[src/rtl/plic_pkg.sv]
// plic_pkg: shared constants, gateway state type and a byte-merge helper
// for the PLIC core and its per-source gateways.
package plic_pkg;

   localparam int ADDR_W = 26;

   localparam logic [ADDR_W-1:0] PRIO_BASE  = 26'h000000;
   localparam logic [ADDR_W-1:0] PEND_BASE  = 26'h001000;
   localparam logic [ADDR_W-1:0] EN_BASE    = 26'h002000;
   localparam logic [ADDR_W-1:0] EN_STRIDE  = 26'h000080;
   localparam logic [ADDR_W-1:0] CTX_BASE   = 26'h200000;
   localparam logic [ADDR_W-1:0] CTX_STRIDE = 26'h001000;
   localparam logic [ADDR_W-1:0] CLAIM_OFF  = 26'h000004;

   typedef enum logic [1:0] {
      IDLE     = 2'd0,
      PEND     = 2'd1,
      INFLIGHT = 2'd2
   } gw_state_e;

   function automatic logic [31:0] merge_bytes(
      input logic [31:0] old,
      input logic [31:0] wdata,
      input logic [3:0]  wstrb
   );
      logic [31:0] r;
      r = old;
      for (int b = 0; b < 4; b++)
         if (wstrb[b]) r[8*b +: 8] = wdata[8*b +: 8];
      return r;
   endfunction

endpackage

[src/rtl/plic_gateway.sv]
// plic_gateway: level-source synchroniser plus IDLE/PEND/INFLIGHT gateway.
// Ports: clk, rst_n, src (raw level), claim/complete pulses, pending/inflight.
module plic_gateway
   import plic_pkg::*;
#(
   parameter int SYNC_STAGES = 2
) (
   input  logic clk,
   input  logic rst_n,
   input  logic src,
   input  logic claim,
   input  logic complete,
   output logic pending,
   output logic inflight
);

   logic      src_s;
   gw_state_e state_q;
   gw_state_e state_d;

   if (SYNC_STAGES == 0) begin : g_nosync
      assign src_s = src;
   end else begin : g_sync
      logic [SYNC_STAGES-1:0] sync_q;
      always_ff @(posedge clk or negedge rst_n) begin
         if (!rst_n) begin
            sync_q <= '0;
         end else begin
            sync_q[0] <= src;
            for (int k = 1; k < SYNC_STAGES; k++)
               sync_q[k] <= sync_q[k-1];
         end
      end
      assign src_s = sync_q[SYNC_STAGES-1];
   end

   always_ff @(posedge clk or negedge rst_n) begin
      if (!rst_n) state_q <= IDLE;
      else        state_q <= state_d;
   end

   // A completed source drops to IDLE first; a still-high level
   // re-pends on the following cycle.
   always_comb begin
      state_d = state_q;
      unique case (state_q)
         IDLE:     if (src_s)    state_d = PEND;
         PEND:     if (claim)    state_d = INFLIGHT;
         INFLIGHT: if (complete) state_d = IDLE;
         default:                state_d = IDLE;
      endcase
   end

   assign pending  = (state_q == PEND);
   assign inflight = (state_q == INFLIGHT);

endmodule

[src/rtl/plic_core.sv]
// plic_core: PLIC register file, per-target arbiter and claim/complete.
// Ports: PCLK/PRESETn, src levels, reg_* single-word access port, irq.
module plic_core
   import plic_pkg::*;
#(
   parameter int NSRC        = 31,
   parameter int NTGT        = 2,
   parameter int PRIO_W      = 3,
   parameter int SYNC_STAGES = 2
) (
   input  logic              PCLK,
   input  logic              PRESETn,
   input  logic [NSRC-1:0]   src,
   input  logic              reg_req,
   input  logic              reg_we,
   input  logic [ADDR_W-1:0] reg_addr,
   input  logic [31:0]       reg_wdata,
   input  logic [3:0]        reg_wstrb,
   output logic              reg_ack,
   output logic [31:0]       reg_rdata,
   output logic              reg_err,
   output logic [NTGT-1:0]   irq
);

   localparam int TW = (NTGT > 1) ? $clog2(NTGT) : 1;
   localparam logic [4:0] NSRC5 = 5'(NSRC);
   localparam logic [63:0] SRC_M64 = (64'd1 << (NSRC + 1)) - 64'd2;
   localparam logic [31:0] SRC_MASK = SRC_M64[31:0];
   localparam logic [ADDR_W-1:0] EN_SPAN =
      EN_STRIDE * ADDR_W'(NTGT);
   localparam logic [ADDR_W-1:0] CTX_SPAN =
      CTX_STRIDE * ADDR_W'(NTGT);

   logic [PRIO_W-1:0] prio_q [32];
   logic [31:0]       en_q   [NTGT];
   logic [PRIO_W-1:0] thr_q  [NTGT];
   logic [4:0]        best_q [NTGT];
   logic [4:0]        best_d [NTGT];
   logic [PRIO_W-1:0] best_p [NTGT];

   logic [31:0] pend_v;
   logic [31:0] infl_v;
   logic [31:0] claim_v;
   logic [31:0] cmpl_v;

   assign pend_v[0] = 1'b0;
   assign infl_v[0] = 1'b0;

   for (genvar i = 1; i < 32; i++) begin : g_gw
      if (i <= NSRC) begin : g_src
         plic_gateway #(
            .SYNC_STAGES(SYNC_STAGES)
         ) u_gw (
            .clk     (PCLK),
            .rst_n   (PRESETn),
            .src     (src[i-1]),
            .claim   (claim_v[i]),
            .complete(cmpl_v[i]),
            .pending (pend_v[i]),
            .inflight(infl_v[i])
         );
      end else begin : g_tie
         assign pend_v[i] = 1'b0;
         assign infl_v[i] = 1'b0;
      end
   end

   // Address decode
   logic [ADDR_W-1:0] a;
   logic [ADDR_W-1:0] en_off;
   logic [ADDR_W-1:0] ctx_off;
   logic [4:0]        pidx;
   logic [1:0]        en_t2;
   logic [1:0]        ctx_t2;
   logic [TW-1:0]     en_t;
   logic [TW-1:0]     ctx_t;
   logic prio_hit, pend_hit, en_hit, thr_hit, clm_hit;

   always_comb begin
      a        = {reg_addr[ADDR_W-1:2], 2'b00};
      en_off   = a - EN_BASE;
      ctx_off  = a - CTX_BASE;
      pidx     = a[6:2];
      en_t2    = en_off[8:7];
      ctx_t2   = ctx_off[13:12];
      en_t     = en_t2[TW-1:0];
      ctx_t    = ctx_t2[TW-1:0];
      prio_hit = (a[ADDR_W-1:7] == '0) && (pidx <= NSRC5);
      pend_hit = (a == PEND_BASE);
      en_hit   = (a >= EN_BASE) && (en_off < EN_SPAN) &&
                 (en_off[6:0] == '0);
      thr_hit  = (a >= CTX_BASE) && (ctx_off < CTX_SPAN) &&
                 (ctx_off[11:0] == '0);
      clm_hit  = (a >= CTX_BASE) && (ctx_off < CTX_SPAN) &&
                 (ctx_off[11:0] == CLAIM_OFF[11:0]);
   end

   // Arbiter: strict > keeps the lowest ID on a priority tie
   always_comb begin
      for (int t = 0; t < NTGT; t++) begin
         best_d[t] = '0;
         best_p[t] = '0;
         for (int i = 1; i <= NSRC; i++) begin
            if (pend_v[i] && en_q[t][i] &&
                prio_q[i] > thr_q[t] &&
                prio_q[i] > best_p[t]) begin
               best_d[t] = 5'(i);
               best_p[t] = prio_q[i];
            end
         end
      end
   end

   // Access side effects and read mux
   logic [31:0] rd;
   logic        err;
   logic [4:0]  cid;
   logic [4:0]  claim_id;
   logic        claim_ok;
   logic [31:0] wm_prio;
   logic [31:0] wm_en;
   logic [31:0] wm_thr;

   always_comb begin
      rd       = '0;
      err      = 1'b0;
      claim_v  = '0;
      cmpl_v   = '0;
      cid      = reg_wdata[4:0];
      claim_id = best_q[ctx_t];
      // best_q lags a claim by a cycle; only a still-pending ID counts
      claim_ok = (claim_id != '0) && pend_v[claim_id];
      wm_prio  = merge_bytes(32'(prio_q[pidx]), reg_wdata, reg_wstrb);
      wm_en    = merge_bytes(en_q[en_t], reg_wdata, reg_wstrb);
      wm_thr   = merge_bytes(32'(thr_q[ctx_t]), reg_wdata, reg_wstrb);
      unique case (1'b1)
         prio_hit: rd = 32'(prio_q[pidx]);
         pend_hit: rd = pend_v;
         en_hit:   rd = en_q[en_t];
         thr_hit:  rd = 32'(thr_q[ctx_t]);
         clm_hit: begin
            rd = claim_ok ? 32'(claim_id) : '0;
            if (reg_req && !reg_we && claim_ok)
               claim_v = 32'h1 << claim_id;
            if (reg_req && reg_we && reg_wstrb[0] &&
                cid != '0 && cid <= NSRC5 &&
                en_q[ctx_t][cid] && infl_v[cid])
               cmpl_v = 32'h1 << cid;
         end
         default:  err = 1'b1;
      endcase
   end

   always_ff @(posedge PCLK or negedge PRESETn) begin
      if (!PRESETn) begin
         reg_ack   <= 1'b0;
         reg_err   <= 1'b0;
         reg_rdata <= '0;
         irq       <= '0;
         for (int i = 0; i < 32; i++) prio_q[i] <= '0;
         for (int t = 0; t < NTGT; t++) begin
            en_q[t]   <= '0;
            thr_q[t]  <= '0;
            best_q[t] <= '0;
         end
      end else begin
         reg_ack   <= reg_req;
         reg_err   <= reg_req && err;
         reg_rdata <= (reg_req && !reg_we) ? rd : '0;
         for (int t = 0; t < NTGT; t++) begin
            best_q[t] <= best_d[t];
            irq[t]    <= (best_q[t] != '0);
         end
         if (reg_req && reg_we) begin
            if (prio_hit && pidx != '0)
               prio_q[pidx] <= wm_prio[PRIO_W-1:0];
            if (en_hit)
               en_q[en_t] <= wm_en & SRC_MASK;
            if (thr_hit)
               thr_q[ctx_t] <= wm_thr[PRIO_W-1:0];
         end
      end
   end

   wire unused_ok = ^{reg_addr[1:0], en_t2, ctx_t2, wm_prio,
                      wm_thr, claim_v, cmpl_v, infl_v};

endmodule

[config.mk]
export PLATFORM = sky130hd
export DESIGN_NAME = plic_core
export DESIGN_NICKNAME = d
export VERILOG_FILES = /design/src/rtl/plic_pkg.sv /design/src/rtl/plic_gateway.sv /design/src/rtl/plic_core.sv
export SDC_FILE = /design/constraint.sdc
export NUM_CORES = 1
export LEC_CHECK = 0
export ABC_AREA = 1
export CAP_MARGIN = 0
export CORE_ASPECT_RATIO = 2
export CORE_UTILIZATION = 55
export DETAILED_ROUTE_END_ITERATION = 7
export GPL_ROUTABILITY_DRIVEN = 0
export HOLD_SLACK_MARGIN = 0.06
export MAX_ROUTING_LAYER = met4
export PLACE_DENSITY = 0.74
export SYNTH_ARGS = -nofsm -noshare
export SYNTH_HDL_FRONTEND = slang
export SYNTH_HIERARCHICAL = 1
export SYNTH_SLANG_ARGS = --single-unit
[constraint.sdc]
create_clock -name PCLK -period 75 [get_ports PCLK]
set_input_delay 7.5 -clock PCLK [delete_from_list [all_inputs] [get_ports PCLK]]
set_output_delay 7.5 -clock PCLK [all_outputs]
set_load 0.01 [all_outputs]
### Word level (Yosys, flattened, before mapping)

Index checks and enable logic that the tools add are counted.
W data, S select, Z words.

| word-level totals | value |
|---|---|
| register bits after elaboration | 336 |
| bits in latches | 0 |
| memory bits (writable) | 0 |
| memory bits (read-only) | 0 |
| output and inout bits | 36 |
| word-level logic and storage cells | 976 |
| memories | 0 |

| operators by class | value |
|---|---|
| add/subtract/negate cells | 2 |
| $mul | 0 |
| div/mod/pow operators | 0 |
| $lt $le $gt $ge | 137 |
| equality and inequality tests | 157 |
| shifts and indexed selects | 2 |
| multiplexer cells | 290 |
| bitwise operators | 3 |
| reduce and logical (&&, ||, !) cells | 281 |

Operators with widths:

| operator | count |
|---|---|
| $mux W32 | 12 |
| $gt A3 B3 Y1 | 122 |
| $mux W5 | 64 |
| $mux W3 | 69 |
| $logic_and A1 B1 Y1 | 206 |
| $mux W2 | 93 |
| $pmux W2 S3 | 31 |
| $pmux W32 S5 | 1 |
| $ne A2 B2 Y1 const B | 62 |
| $bwmux W96 | 1 |
| $reduce_and A3 Y1 | 31 |
| $bwmux W64 | 1 |
| $shl A1 B5 Y32 const A | 2 |
| $eq A2 B1 Y1 const B | 31 |
| $eq A2 B2 Y1 const B | 31 |
| $logic_not A2 Y1 | 31 |
| $ne A2 B1 Y1 const B | 31 |
| $demux W32 S1 | 1 |
| $mux W8 | 4 |
| $ge A26 B14 Y1 const B | 1 |
| $ge A26 B22 Y1 const B | 1 |
| $lt A26 B14 Y1 const B | 1 |
| $lt A26 B9 Y1 const B | 1 |
| $sub A26 B14 Y26 const B | 1 |
| other kinds (25) | 43 |

### Depth between registers and ports, before layout

Gate-level depths: netlist of the first run.

| logic depth | value |
|---|---|
| depth after elaboration | 95 |
| mapped depth | 231 |

### Hierarchy

Netlist of the first run, hierarchy kept.

By module, submodules not included:

| module | times used | cells an instance | area each (µm²) | sequential area each (µm²) |
|---|---|---|---|---|
| plic_core | 1 | 3134 | 21678.3 | 5255.0 |
| plic_gateway | 31 | 17 | 152.6 | 100.1 |

### Worst setup path after synthesis of the first run

OpenSTA, ideal clock, no wires.

| timing path | value |
|---|---|
| path type | reg2reg |
| from | register thr_q[2] in the netlist's numbering |
| to | register best_q[2] in the netlist's numbering |
| library setup time | 138 ps |
| arrival | 30954 ps |
| required time | 74862 ps |
| slack | 43908 ps |
| cell stages (with the launch flop) | 204 |
| path buffers | 0 |
| period minus slack after synthesis | 31092 ps |
| cells stage by stage | dfrtp_1 -> inv_1 -> ha_1 -> nand3_1 -> nand3_2 -> nor2_4 -> nand2_1 -> ha_1 -> a21oi_1 -> nand2_2 -> nand3_2 -> nand3_2 -> nand2_1 -> inv_1 -> ha_1 -> nand2_1 -> o21ai_1 -> nor2_2 -> (+168 left out) -> ha_1 -> o21ai_0 -> nand3_2 -> nand3_4 -> nand3_1 -> and2_1 -> ha_1 -> a311oi_1 -> nand3_1 -> nand2_1 -> o21ai_1 -> ha_1 -> a21oi_1 -> o21ai_0 -> nand3_1 -> nand2_1 -> inv_1 -> o2111ai_1 |

RTL lines:

| element | RTL line | source |
|---|---|---|
| start: declaration | plic_core.sv:36 | `logic [PRIO_W-1:0] thr_q [NTGT];` |
| start signal: indexed assignment | plic_core.sv:180 | `thr_q[ctx_t] <= wm_thr[PRIO_W-1:0];` |
| end signal: indexed assignment | plic_core.sv:171 | `best_q[t] <= best_d[t];` |
| end: declaration | plic_core.sv:37 | `logic [4:0] best_q [NTGT];` |

==> key figures, run 1 <==
Status
  • Status: finished with violations
  • Failing checks: max-capacitance violations

Setup path
  • Req. time, crit path: 75.41 ns
  • R2R setup slack: 38.90 ns
  • Delay-heaviest family, CP: simple AND/OR/NAND/NOR gates
  • CP Max Fanout: 12
  • Crit path arrival time: 36.51 ns
  • Worst r2r src: thr_q[2]
  • Crit path from: thr_q[2]
  • CP most frequent cell: o21ai_0
  • Worst path max stage delay: 0.48 ns
  • Worst R2R End: best_q[3]
  • Worst Setup EP: best_q[3]
  • Crit path buffers/inverters: 9
  • Critical path capture point type: flop
  • R2R cell count: 199
  • Critical Setup Path Class: flop to flop
  • Slowest CP cell: inv_1
  • Number of cells on the critical path: 199
  • CP Launch Type: flop

Timing
  • Final min period: 36.10 ns
  • Slew Limit Headroom: 0.0165
  • Post-route setup TNS: 0 ns
  • RSZ-0062 raised after global routing: false
  • Final hold vios: 0
  • Fmax: 27.7 MHz
  • Slew @ Worst Pin: 1.46 ns
  • Final setup vio count: 0
  • Skew final: 0.0356 ns
  • Crit share post-route: 0.481
  • Fin. max-slew vios: 0

Clock tree
  • Root Driver: clkbuf_16
  • Sink Count: 334
  • Worst-path clk slew: 0.07 ns
  • Clock tree buffer depth: 3
  • Post-CTS setup buffers: 0
  • Clock Latency Late Sink: 0.56 ns
  • Resized cells post-CTS: 0
  • CTS Hold Bufs: 0
  • Number of CTS-inserted buffers: 35
  • Htree depth: 2
  • CTS tree: done

Detailed routing
  • 1st-iter DRT viols: 2,054
  • Final ANT Viol Nets: 0
  • Final wirelength: 95.4 mm
  • Initial DRT Pass Iterations: 6
  • Vias/cell: 6.08
  • WL/cell: 21.4 um
  • Residual DRC: 0
  • Via count: 27,100

Finish
  • Fin nets: 4,156
  • Core Util, Final: 0.626
  • Commonest non-fill, non-tap cell in the layout: nand2_1
  • Synth-to-Final Area Change: 12.5%
  • # fillers: 4,468
  • Final Non-Filler Cells: 4,454
  • Share of layout cells above drive strength 1: 0.0980
  • Multi-input gate area: 16,200 sq um
  • Storage cell area: 8360 sq um
  • Commonest non-fill, non-tap cells in the layout: nand2_1, o21ai_0, inv_1
  • Finished Cell Area: 29,700 sq um

GRT
  • First-pass GRT wire length: 144 mm
  • Total grt overflow: 0
  • Tot GR Track Use: 0.409
  • Largest net degree at the start of global routing: 167
  • Initial antenna violation count: 4
  • Vias in the first global route: 26,600

Power
  • PwrDens: 13.3 nW/um^2
  • IR drop worst, VDD: 0.0000203 V
  • P_leak: 14.4 nW

Logic synthesis
  • Async SR Flop Fraction: 1.00
  • Seq cells post-synth: 334
  • Synthesized instance count: 3,661
  • EDFF count, synth: 0
  • Sequential share of the synthesized area: 0.316
  • Synthesis warning total: 6
  • Syn Area/Cell: 7.21 sq um
  • Post-synth net total: 4,025
  • Syn Std Cell Area: 26,400 sq um
  • Post-synth cell types: 58
  • Main synth FF type: dfrtp_1

Floorplanning
  • Io pins: 133
  • Die height: 312 um
  • FP Rows: 113
  • Die area: 49,000 sq um
  • Initial core utilization: 0.556
  • Core Area: 47,500 sq um
  • Die width: 157 um

Placement
  • Inst Count DP: 4,387
  • Placed Area: 28,500 sq um
  • Final HPWL DP: 70.6 mm
  • I/O Buffers: 130

Min path
  • Hold Path Class: flop to flop

Job
  • Max_cap viols: 1
==> synth_stat cells (14+ instances only) <==
cell,number,area [sq um]
nand4_1,56,350
o221ai_1,14,123
nand3_2,57,571
dfrtp_1,334,8360
nand2_4,24,270
nand2_1,740,2780
o21ai_0,441,2210
a21oi_1,147,736
ha_1,267,3340
nor3_1,26,130
nand2_2,129,807
nor2_1,340,1280
a211oi_1,15,113
clkbuf_1,67,251
or2_2,24,150
mux2i_1,15,150
inv_1,413,1550
inv_2,15,56.3
nand3_1,317,1590
o22ai_1,86,538
==> final cells by class <==
type,count,area share
diodes,5,0.000421
clock buffers,47,0.0341
clock inverters,15,0.00568
inverters,437,0.0553
multi-input cells,2820,0.544
flip-flops and latches,334,0.281
well taps,632,0.0266
repair buffers,164,0.0526
==> flip-flops by register name (all words and copies together), names as in the netlist, 2 cells and up <==
signal	flops
g_gw.g_src.u_gw/g_sync.sync_q	62
best_q	10
thr_q	6
en_q	62
reg_rdata	32
irq	2
prio_q	96
g_gw.g_src.u_gw/state_q	62
==> worst min-delay path by stage <==
stage	start	end	slack, ns	cells after the start
6_report	g_gw[21].g_src.u_gw/g_sync.sync_q[0]	g_gw[21].g_src.u_gw/g_sync.sync_q[1]	0.34	0
5_1_grt	g_gw[21].g_src.u_gw/g_sync.sync_q[0]	g_gw[21].g_src.u_gw/g_sync.sync_q[1]	0.35	0
4_1_cts	g_gw[21].g_src.u_gw/g_sync.sync_q[0]	g_gw[21].g_src.u_gw/g_sync.sync_q[1]	0.34	0
3_5_place_dp	g_gw[16].g_src.u_gw/g_sync.sync_q[0]	g_gw[16].g_src.u_gw/g_sync.sync_q[1]	0.33	0
3_3_place_gp	g_gw[16].g_src.u_gw/g_sync.sync_q[0]	g_gw[16].g_src.u_gw/g_sync.sync_q[1]	0.33	0
2_1_floorplan	g_gw[10].g_src.u_gw/g_sync.sync_q[0]	g_gw[10].g_src.u_gw/g_sync.sync_q[1]	0.33	0
==> per-layer routing <==
| layer | vias up | routed length [um] | GRT usage |
|---|---|---|---|
| met1 | 12500 | 31800 | 0.403 |
| met4 | 0 | 9740 | 0.362 |
| li1 | 12700 | - | - |
| met3 | 551 | 7420 | 0.0754 |
| met5 | - | 0 | - |
| met2 | 1303 | 46400 | 0.679 |
==> cells by family after synthesis <==
family,share of synthesized area
buffers and inverters,0.0722
XOR/XNOR,0.000332
AND/OR/NAND/NOR,0.308
multiplexers,0.00568
flip-flops,0.316
AO/OA/AOI/OAI,0.171
adder cells (fa/ha/maj),0.126
==> per-stage QoR <==
step / hold WS (ns) / setup WS [ns] / power [mW]
floorplan: 0.331 / 43.91 / 0.196
global placement: 0.333 / 39.80 / 0.214
detailed placement: 0.335 / 39.24 / 0.214
CTS: 0.341 / 39.06 / 0.396
global route: 0.345 / 35.62 / 0.404
finish: 0.339 / 38.90 / 0.396
==> where the power goes <==
group	leakage, nW	switching (mW)	total, mW	internal [mW]
sequential	4.31	0.000505	0.182	0.182
clock	0.568	0.0808	0.184	0.103
combinational	9.51	0.0200	0.0289	0.00889
total	14.4	0.101	0.396	0.294
Power figures use the tool's default switching activity.
==> run 2, diff against run 1 <==
PLACE_DENSITY = 0.77   (was 0.74)
clock period = 31.2 ns   (was 75 ns; I/O delays follow)
==> run 2 against run 1 <==
Highest routed layer unchanged. Sequential share of layout area down 2.6 points. Combinational power up 140%. The flow now finishes without violations. Count of clock-buffer cells in the layout down 2. First-iteration DRC count up 13%. Register-to-register slack worse by 38 ns. Clock skew down 0.0036 ns. Non-clock buffer count up 262. Worst hold slack better by 0.0080 ns. Final area up 10%.
==> key figures, run 2 (synthesis results as in run 1) <==
GRT
  • Met2 Use GR: 0.672 (-0.00697)
  • Largest net degree at the start of global routing: 111 (-34%)
  • Total grt overflow: 0 (unchanged)
  • First-pass GRT wire length: 149 mm (+3.0%)
  • Initial antenna violation count: 2 (-2)
  • Grt met3 use: 0.0989 (+0.0235)
  • M1 GR Usage: 0.404 (+0.000885)
  • Busiest grt layer: met2
  • Vias in the first global route: 28,000 (+5.1%)
  • Tot GR Track Use: 0.419 (+0.00970)

Power
  • IR drop worst, VDD: 0.0000502 V (+150%)
  • Seq pwr share: 0.465 (+0.004)
  • Sw frac: 0.258 (+0.00193)
  • Clock power frac: 0.461 (-0.005)
  • Comb pwr share: 0.074 (about the same)
  • PwrDens: 28.7 nW/um^2 (+120%)
  • P_int: 0.698 mW (+140%)
  • P_leak: 15.9 nW (+11%)
  • Pwr Total: 0.942 mW (+140%)
  • Switching power: 0.243 mW (+140%)

Clock tree
  • Sink Count: 334 (unchanged)
  • Root Driver: clkbuf_16
  • CTS tree: done
  • Htree depth: 2 (unchanged)
  • Clock Latency Late Sink: 0.56 ns (about the same)
  • Number of CTS-inserted buffers: 35 (unchanged)
  • Clock tree buffer depth: 3 (unchanged)
  • Worst-path clk slew: 0.07 ns (about the same)

Finish
  • Commonest non-fill, non-tap cells in the layout: nand2_1, inv_1, o21ai_0
  • Core Util, Final: 0.691 (+0.0650)
  • Commonest non-fill, non-tap cell in the layout: nand2_1
  • Max reg flops: 96 (unchanged)
  • Largest Register: prio_q
  • # fillers: 4,042 (-9.5%)
  • Synth-to-Final Area Change: 24.2%
  • Share of layout cells above drive strength 1: 0.199 (+0.101)
  • Fin nets: 4,418 (+6.3%)

Setup path
  • R2R cell count: 222 (+12%)
  • Worst r2r src: prio_q[92]
  • Crit path arrival time: 30.25 ns (-6.26 ns)
  • Slowest CP cell: dfrtp_1
  • CP Max Fanout: 6 (-6)
  • Critical Setup Path Class: flop to flop
  • Worst path max stage delay: 0.43 ns (-0.05 ns)
  • CP Launch Type: flop
  • R2R setup slack: 1.36 ns (-37.54 ns)
  • Worst R2R End: best_q[4]
  • Critical path capture point type: flop
  • CP most frequent cell: nand2_2
  • Req. time, crit path: 31.61 ns (-43.80 ns)

Detailed routing
  • Residual DRC: 0 (unchanged)
  • Initial DRT Pass Iterations: 7 (+1)
  • Final wirelength: 100 mm (+5.0%)
  • Via count: 28,900 (+6.8%)
  • Vias/cell: 6.13 (+0.85%)
  • 1st-iter DRT viols: 2,325 (+13%)
  • Final ANT Viol Nets: 0 (unchanged)
  • WL/cell: 21.2 um (-0.84%)

Floorplanning
  • Die width: 157 um (unchanged)
  • Io pins: 133 (unchanged)
  • Die height: 312 um (unchanged)
  • Core Area: 47,500 sq um (unchanged)
  • Initial core utilization: 0.556 (unchanged)
  • FP Rows: 113 (unchanged)
  • Die area: 49,000 sq um (unchanged)

Min path
  • Hold Path Class: flop to flop
  • HP Start: g_gw[24].g_src.u_gw/g_sync.sync_q[0]
  • Worst hold endpoint: g_gw[24].g_src.u_gw/g_sync.sync_q[1]
  • Cell depth of the worst min-delay path: 0 (unchanged)

Status
  • Status: finished clean

Placement
  • I/O Buffers: 130 (unchanged)
  • Final HPWL DP: 71.9 mm (+1.9%)

Timing
  • Slew @ Worst Pin: 1.40 ns (-0.0524 ns)
  • Crit share post-route: 0.956 (+0.475)
  • Post-route setup TNS: 0 ns (unchanged)
  • Slew Limit Headroom: 0.0519 (+0.0354)
  • Final min period: 29.84 ns (-6.26 ns)
  • Fin. max-slew vios: 0 (unchanged)
  • Skew final: 0.0320 ns (-0.00359 ns)
  • Final setup vio count: 0 (unchanged)
  • Final hold vios: 0 (unchanged)
  • Fmax: 33.5 MHz (+21%)

Job
  • Max_cap viols: 0 (-1)
[run 2: cell count changes in the layout (fill, tap and decap cells not counted), sizes merged]
| cell | previous run | this run |
|---|---|---|
| clkinv | 12 | 17 |
| inv | 434 | 433 |
| clkinvlp | 4 | 3 |
| buf | 37 | 299 |
| clkbuf | 47 | 45 |
| diode | 5 | 4 |
| bufinv | 2 | 1 |
[run 2: worst max path at each step]
stage	start	end	cells after the start
3_5_place_dp	prio_q[92]	best_q[2]	199
6_report	prio_q[92]	best_q[4]	222
2_1_floorplan	thr_q[2]	best_q[2]	203
4_1_cts	thr_q[2]	best_q[4]	208
3_3_place_gp	prio_q[92]	best_q[7]	197
5_1_grt	prio_q[92]	best_q[7]	216
[run 2: per-stage QoR]
step	cell area, sq um	instances	hold slack (ns)	setup WS [ns]
CTS	31500	4691	0.349	0.00862
global placement	30300	4628	0.332	-1.16
floorplan	26400	3661	0.331	0.108
detailed placement	30300	4628	0.335	-2.04
finish	32800	4715	0.347	1.36
global route	32800	4713	0.353	-0.546
[run 2: worst max-delay path: cells and delay by family (launching register included)]
| kind | cells | cell delay, ns |
|---|---|---|
| AND/OR/NAND/NOR | 131 | 14.39 |
| AO/OA/AOI/OAI | 51 | 5.67 |
| flip-flops | 1 | 0.43 |
| adder cells (fa/ha/maj) | 31 | 8.49 |
| buffers and inverters | 9 | 0.70 |
[run 2: routing by layer]
layer / share of wire / vias to the layer above
met1: 0.31 / 13200
li1: - / 13300
met5: 0 / -
met4: 0.12 / 0
met3: 0.095 / 767
met2: 0.47 / 1661
[run 2: power groups by stage]
stage	combinational [mW]	sequential (mW)	clock (mW)
floorplan	0.0261	0.446	0
global placement	0.0656	0.446	0
detailed placement	0.0658	0.447	0
CTS	0.0663	0.438	0.436
global route	0.0730	0.438	0.452
finish	0.0693	0.438	0.434
[run 2: layout make-up]
cell class	count	area, sq um	share of cell area
clock inverter	17	166	0.00507
inverter	437	1640	0.0501
sequential	334	8360	0.255
antenna	4	10.0	0.000305
tap	632	791	0.0241
clock buffer	45	1000	0.0306
multi-input combinational	2820	17300	0.528
timing repair buffer	426	3520	0.107
[run 2: timing repair]
action	in CTS	in global routing
gates resized for setup	51	245
pin swaps	3	81
setup buffers	1	20
setup endpoints to repair	10	10
cloned	0	0
hold buffers	0	0
